### config.mk
export PLATFORM = sky130hd
export DESIGN_NAME = serial_bit_encoder_flat
export DESIGN_NICKNAME = d
export VERILOG_FILES = /design/src/rtl/serial_bit_encoder_if.sv /design/src/rtl/serial_bit_encoder.sv /design/src/flat_wrapper.sv
export SDC_FILE = /design/constraint.sdc
export NUM_CORES = 1
export LEC_CHECK = 0
export ABC_AREA = 1
export CAP_MARGIN = 10
export CORE_MARGIN = 2
export CORE_UTILIZATION = 48
export CTS_CLUSTER_DIAMETER = 40
export DETAILED_ROUTE_END_ITERATION = 7
export PLACE_DENSITY = 0.67
export SYNTH_ARGS = -nofsm -noshare
export SYNTH_HDL_FRONTEND = slang
export SYNTH_SLANG_ARGS = --single-unit
### constraint.sdc
create_clock -name clock -period 3.1 [get_ports clock]
set_input_delay 0.775 -clock clock [delete_from_list [all_inputs] [get_ports clock]]
set_output_delay 0.775 -clock clock [all_outputs]
set_load 0.01 [all_outputs]
### src/rtl/serial_bit_encoder_if.sv
// Handshake and status bundle between the controlling logic (master) and
// serial_bit_encoder (slave).
interface serial_bit_encoder_if #(
   parameter int DATA_WIDTH = 4
);
   logic                  start;
   logic [DATA_WIDTH-1:0] data_in;
   logic                  serial_out;
   logic                  ready;
   logic                  busy;
   logic                  done;

   modport master (
      output start, data_in,
      input  serial_out, ready, busy, done
   );

   modport slave (
      input  start, data_in,
      output serial_out, ready, busy, done
   );
endinterface

### src/rtl/serial_bit_encoder.sv
// Captures a word on start and shifts it out bit by bit with a ready strobe per bit.
// Define SERIAL_ENCODER_PARITY_EN to append one even-parity bit period to every frame.
module serial_bit_encoder #(
   parameter int DATA_WIDTH = 4,
   parameter int BIT_PERIOD = 1,
   parameter bit MSB_FIRST  = 1'b1
) (
   input logic              clock,
   input logic              reset,
   serial_bit_encoder_if.slave bus
);

`ifdef SERIAL_ENCODER_PARITY_EN
   localparam int TOTAL_BITS = DATA_WIDTH + 1;
`else
   localparam int TOTAL_BITS = DATA_WIDTH;
`endif
   localparam int BIT_CNT_W = $clog2(TOTAL_BITS + 1);
   localparam logic [15:0]          PERIOD_RELOAD    = 16'(BIT_PERIOD - 1);
   localparam logic [BIT_CNT_W-1:0] BITS_AFTER_FIRST = BIT_CNT_W'(TOTAL_BITS - 1);

   typedef enum logic [1:0] {
      IDLE,
      SHIFT,
      DONE
   } state_t;

   state_t                state, stateNext;
   logic [DATA_WIDTH-1:0] shiftReg, shiftNext;
   logic [15:0]           periodCnt, periodNext;
   logic [BIT_CNT_W-1:0]  bitCnt, bitNext;
   logic                  serialQ, serialNext;
   logic                  readyQ, readyNext;
   logic                  busyQ, busyNext;
   logic                  doneQ, doneNext;
   logic [DATA_WIDTH-1:0] shiftedWord;
   logic                  firstBit;
   logic                  nextBit;
`ifdef SERIAL_ENCODER_PARITY_EN
   logic                  parityQ, parityNext;
`endif

   // State, datapath and all outputs are registered together so that no
   // output depends combinationally on an input.
   always_ff @(posedge clock or negedge reset) begin
      if (!reset) begin
         state     <= IDLE;
         shiftReg  <= '0;
         periodCnt <= '0;
         bitCnt    <= '0;
         serialQ   <= 1'b0;
         readyQ    <= 1'b0;
         busyQ     <= 1'b0;
         doneQ     <= 1'b0;
`ifdef SERIAL_ENCODER_PARITY_EN
         parityQ   <= 1'b0;
`endif
      end else begin
         state     <= stateNext;
         shiftReg  <= shiftNext;
         periodCnt <= periodNext;
         bitCnt    <= bitNext;
         serialQ   <= serialNext;
         readyQ    <= readyNext;
         busyQ     <= busyNext;
         doneQ     <= doneNext;
`ifdef SERIAL_ENCODER_PARITY_EN
         parityQ   <= parityNext;
`endif
      end
   end

   // Next-state and next-output logic. bitCnt holds the number of bits still
   // to be sent after the one currently on serial_out; periodCnt counts the
   // remaining cycles of the current bit.
   always_comb begin
      stateNext   = state;
      shiftNext   = shiftReg;
      periodNext  = periodCnt;
      bitNext     = bitCnt;
      serialNext  = serialQ;
      readyNext   = 1'b0;
      busyNext    = busyQ;
      doneNext    = 1'b0;
`ifdef SERIAL_ENCODER_PARITY_EN
      parityNext  = parityQ;
`endif
      shiftedWord = MSB_FIRST ? (shiftReg << 1) : (shiftReg >> 1);
      firstBit    = MSB_FIRST ? bus.data_in[DATA_WIDTH-1] : bus.data_in[0];
      nextBit     = MSB_FIRST ? shiftedWord[DATA_WIDTH-1] : shiftedWord[0];

      case (state)
         IDLE: begin
            serialNext = 1'b0;
            busyNext   = 1'b0;
            if (bus.start) begin
               stateNext  = SHIFT;
               shiftNext  = bus.data_in;
               serialNext = firstBit;
               readyNext  = 1'b1;
               busyNext   = 1'b1;
               periodNext = PERIOD_RELOAD;
               bitNext    = BITS_AFTER_FIRST;
`ifdef SERIAL_ENCODER_PARITY_EN
               parityNext = ^bus.data_in;
`endif
            end
         end
         SHIFT: begin
            busyNext = 1'b1;
            if (periodCnt != 16'd0) begin
               periodNext = periodCnt - 16'd1;
            end else if (bitCnt != '0) begin
               shiftNext  = shiftedWord;
               serialNext = nextBit;
               readyNext  = 1'b1;
               periodNext = PERIOD_RELOAD;
               bitNext    = bitCnt - BIT_CNT_W'(1);
`ifdef SERIAL_ENCODER_PARITY_EN
               if (bitCnt == BIT_CNT_W'(1)) begin
                  serialNext = parityQ;
               end
`endif
            end else begin
               stateNext  = DONE;
               doneNext   = 1'b1;
               serialNext = 1'b0;
               shiftNext  = '0;
               periodNext = '0;
               bitNext    = '0;
            end
         end
         DONE: begin
            stateNext  = IDLE;
            busyNext   = 1'b0;
            serialNext = 1'b0;
         end
         default: begin
            stateNext  = IDLE;
            busyNext   = 1'b0;
            serialNext = 1'b0;
         end
      endcase
   end

   assign bus.serial_out = serialQ;
   assign bus.ready      = readyQ;
   assign bus.busy       = busyQ;
   assign bus.done       = doneQ;

endmodule

### src/flat_wrapper.sv
// flat-port wrapper written by rule: the top's interface ports become plain ports
module serial_bit_encoder_flat 
#(
   parameter int DATA_WIDTH = 4,
   parameter int BIT_PERIOD = 1,
   parameter bit MSB_FIRST  = 1'b1
)
  (clock, reset, bus_start, bus_data_in, bus_serial_out, bus_ready, bus_busy, bus_done);
  serial_bit_encoder_if #(.DATA_WIDTH(DATA_WIDTH)) bus_i ();
  input logic clock;
  input logic reset;
  input wire logic [$bits(bus_i.start)-1:0] bus_start;
  input wire logic [$bits(bus_i.data_in)-1:0] bus_data_in;
  output wire logic [$bits(bus_i.serial_out)-1:0] bus_serial_out;
  output wire logic [$bits(bus_i.ready)-1:0] bus_ready;
  output wire logic [$bits(bus_i.busy)-1:0] bus_busy;
  output wire logic [$bits(bus_i.done)-1:0] bus_done;
  assign bus_i.start = bus_start;
  assign bus_i.data_in = bus_data_in;
  assign bus_serial_out = bus_i.serial_out;
  assign bus_ready = bus_i.ready;
  assign bus_busy = bus_i.busy;
  assign bus_done = bus_i.done;
  serial_bit_encoder #(.DATA_WIDTH(DATA_WIDTH), .BIT_PERIOD(BIT_PERIOD), .MSB_FIRST(MSB_FIRST)) u_core (.clock(clock), .reset(reset), .bus(bus_i));
endmodule
==> run summary <==
======================================================================================================
Result of the run                                                                         finished clean
Met1 routing resource usage after global routing                                                 0.237
Relative slew slack                                                                              0.732
Setup repair after global routing missed its margin                                                 no
Number of CTS-inserted buffers                                                                       3
Adder-cell area share of the yosys netlist                                                      0.0159
Switching fraction of total power                                                                0.199
R2r startpoint                                                                            u_core.periodCnt[0]
LEAKAGE                                                                                       0.840 nW
Hold Slack                                                                                    0.492 ns
Routed wire length                                                                             3.05 mm
Routed length per instance                                                                11.2 microns
CP bufs+invs                                                                                         1
Maximum clock frequency                                                                      0.498 GHz
Met3 usage                                                                                      0.0189
EDFF count, synth                                                                                    0
Clock transition at the register clock pins on the worst setup and hold paths after CTS        0.14 ns
Global-route wire length before repair                                                         5.53 mm
Final #Nets                                                                                        237
Number of vias in the routed layout                                                              1,334
ANT nets after route                                                                                 0
Number of stages on the worst setup path                                                             1
Synth warnings                                                                                       0
Critical path's largest stage delay                                                            0.53 ns
Area added between synthesis and finish                                                          12.2%
Net switching component of the power                                                          0.110 mW
Cell count of the worst hold path                                                                    2
Number of rows in the core area                                                                     20
Max IR drop VDD                                                                               0.176 mV
Std-Cell Core Area                                                                        0.00308 sq mm
Maximum level of the CTS H-tree                                                                      1
Clock Latency Late Sink                                                                        0.32 ns
Crit end category                                                                          output port
Count of pins on the block boundary                                                                 11
Number of antenna violations at the first check in global routing                                    0
Min-Delay Path Class                                                                           reg2reg
Most used cells in the layout excluding fill and tap cells                                sky130_fd_sc_hd__nand2_1, sky130_fd_sc_hd__dfrtp_1, sky130_fd_sc_hd__nor2_1, sky130_fd_sc_hd__inv_1, sky130_fd_sc_hd__nand3_1
Cell count of the worst reg-to-reg path                                                              9
Crit-path slowest cell                                                                    sky130_fd_sc_hd__clkdlybuf4s50_1
Combinational family with the most area after synthesis                                   simple AND/OR/NAND/NOR gates
Xor and xnor fraction of the mapped netlist area                                                0.0279
Number of standard cells in the layout, taps in and fillers out                                    271
Cell family with most CP delay                                                            buffers and inverters
Total iterations of the first detailed-routing run                                                   4
Total gr overflow                                                                                    0
First-iteration detailed-routing DRC count                                                          95
Starting density of the core                                                                     0.510
R2R Path End                                                                              u_core.bitCnt[1]
Data arrival time of the critical path                                                         1.23 ns
Filler cell count in the final layout                                                              313
Routability congestion estimate from global placement                                            0.846
Max Slew Vio Count                                                                                   0
Post-Syn Area per Cell                                                                      7.37 sq um
Fraction of final layout cells sized beyond drive strength 1                                    0.0881
Post-synthesis cell count                                                                          213
Simple-gate share of the synthesized area                                                        0.394
Layer carrying the most global-route usage                                                        met2
Area of the die                                                                           0.00374 sq mm
Proportion of synthesized area in mux cells                                                          0
Sequential area share after synthesis                                                            0.446
Buffers added on ports                                                                              10
Most frequent standard cell in the layout excluding fill and tap cells                    sky130_fd_sc_hd__nand2_1
Final hold violation count                                                                           0
Post-synthesis cell type count                                                                      21
Worst hold path startpoint                                                                u_core.shiftReg[1]
Primary flip-flop cell chosen by synthesis mapping                                        sky130_fd_sc_hd__dfrtp_1
Vias in the first global route                                                                   1,313
Ratio of total power to cell area                                                          315 mW/mm^2
Max-cap violation count                                                                              0
Clock tree from TritonCTS                                                                         done
Async SR Flop Fraction                                                                            1.00
Largest net degree at the start of global routing                                                   29
Placed instance count                                                                              267
Diodes inserted                                                                                      0
CTS hold repair buffers                                                                              0
Period utilisation layout                                                                        0.648
Share of total power in the clock network                                                        0.313
Category of the critical setup timing path                                                     reg2out
Post-synthesis instance area                                                              0.00157 sq mm
Width of the chip                                                                         61.2 microns
Half-perimeter wire length after placement                                                     2.38 mm
Compound-gate portion of the synthesized area                                                   0.0534
Clock Root Buffer                                                                         sky130_fd_sc_hd__clkbuf_4
Sink of the worst hold path                                                               u_core.shiftReg[1]
Storage element area                                                                         701 sq um
Number of remaining DRC errors                                                                       0
Final count of negative-setup-slack endpoints                                                        0
Tmin final                                                                                     2.01 ns
P_int                                                                                         0.445 mW
Routing usage on met2                                                                            0.362
Share of power burned in registers                                                               0.658
Clock tree skew after final layout                                                          0.00280 ns
Area of combinational cells with multiple inputs                                             772 sq um
Vertical die dimension                                                                    61.2 microns
Total GRT Usage                                                                                  0.196
Proportion of power drawn by combinational gates                                                 0.029
Worst setup SP type                                                                           register
CTS sink cnt                                                                                        28
Post-CTS setup buffer count                                                                          0
Register bit count reported by yosys                                                                28
Number of instances resized during post-cts repair                                                   0
Cell chain of the critical path                                                           clkdlybuf4s50_1
Slew at the pin closest to its max-slew limit                                                 0.402 ns
Synthesized net count                                                                              222
CP Data Required Time                                                                          2.32 ns
R2R Setup Slk                                                                                  1.60 ns
Setup_tns                                                                                         0 ns
Max Fanout on Critical Path                                                                          2
Per-cell via count in the routed design                                                           4.92
Buffer depth of the longest clock path                                                               2
======================================================================================================
==> worst max path at each step <==
stage                          startpoint                  end  slack [ns]
floorplan                       bus_start  u_core.periodCnt[6]        1.65
global placement                bus_start  u_core.periodCnt[0]        1.08
detailed placement              bus_start  u_core.periodCnt[4]        1.01
CTS                 u_core.bus.serial_out       bus_serial_out        1.07
global route        u_core.bus.serial_out       bus_serial_out        1.04
finish              u_core.bus.serial_out       bus_serial_out        1.09
==> routing by layer <==
| metal | up-vias | share of wire |
|---|---|---|
| met3 | 4 | 0.019 |
| met5 | - | 0 |
| li1 | 697 | - |
| met2 | 13 | 0.50 |
| met1 | 620 | 0.47 |
| met4 | 0 | 0.011 |
==> area by class of cell <==
| cell class | count | share of cell area |
|---|---|---|
| multi-input cells | 160 | 0.438 |
| flip-flops and latches | 28 | 0.398 |
| repair buffers | 11 | 0.0611 |
| inverters | 24 | 0.0511 |
| well taps | 44 | 0.0312 |
| clock buffers | 4 | 0.0206 |
==> through the flow <==
stage                util  area [sq um]  worst slack [ns]  power [mW]
floorplan               -          1570              1.65       0.373
global placement    0.561          1730              1.08       0.389
detailed placement  0.561          1730              1.01       0.389
CTS                 0.572          1760              1.07       0.566
global route        0.572          1760              1.04       0.580
finish              0.572          1760              1.09       0.555
==> sequential cells by signal, summed over array words and instances, names as in the netlist <==
signal,count
u_core.state,2
u_core.shiftReg,3
u_core.bus.done,1
u_core.bitCnt,3
u_core.bus.busy,1
u_core.bus.serial_out,1
u_core.bus.ready,1
u_core.periodCnt,16
==> cells by family (layout without fill, tap and decap cells) <==
logic type	count (synthesis)	count (layout)
AO/OA/AOI/OAI	14	14
buffers and inverters	25	39
AND/OR/NAND/NOR	139	139
adder cells (fa/ha/maj)	2	2
XOR/XNOR	5	5
flip-flops	28	28
==> synthesized netlist by cell type, types with 2 or more instances <==
| cell type | number | area (sq um) |
|---|---|---|
| sky130_fd_sc_hd__nand2_1 | 76 | 285 |
| sky130_fd_sc_hd__dfrtp_1 | 28 | 701 |
| sky130_fd_sc_hd__nor2_1 | 24 | 90.1 |
| sky130_fd_sc_hd__inv_1 | 23 | 86.3 |
| sky130_fd_sc_hd__nand3_1 | 22 | 110 |
| sky130_fd_sc_hd__o21ai_0 | 11 | 55.1 |
| sky130_fd_sc_hd__nand2_2 | 5 | 31.3 |
| sky130_fd_sc_hd__xor2_1 | 4 | 35.0 |
| sky130_fd_sc_hd__nand4_1 | 3 | 18.8 |
| sky130_fd_sc_hd__nor2_4 | 3 | 33.8 |
| sky130_fd_sc_hd__ha_1 | 2 | 25.0 |
| sky130_fd_sc_hd__nand2_4 | 2 | 22.5 |
| sky130_fd_sc_hd__nor2_2 | 2 | 12.5 |
==> power by group through the flow <==
stage | sequential, mW | combinational (mW) | clock (mW)
floorplan | 0.372 | 0.000602 | 0
global placement | 0.372 | 0.0164 | 0
detailed placement | 0.372 | 0.0169 | 0
CTS | 0.365 | 0.0169 | 0.184
global route | 0.365 | 0.0184 | 0.196
finish | 0.365 | 0.0161 | 0.174
Note: power is estimated with default switching activity, not from simulation.
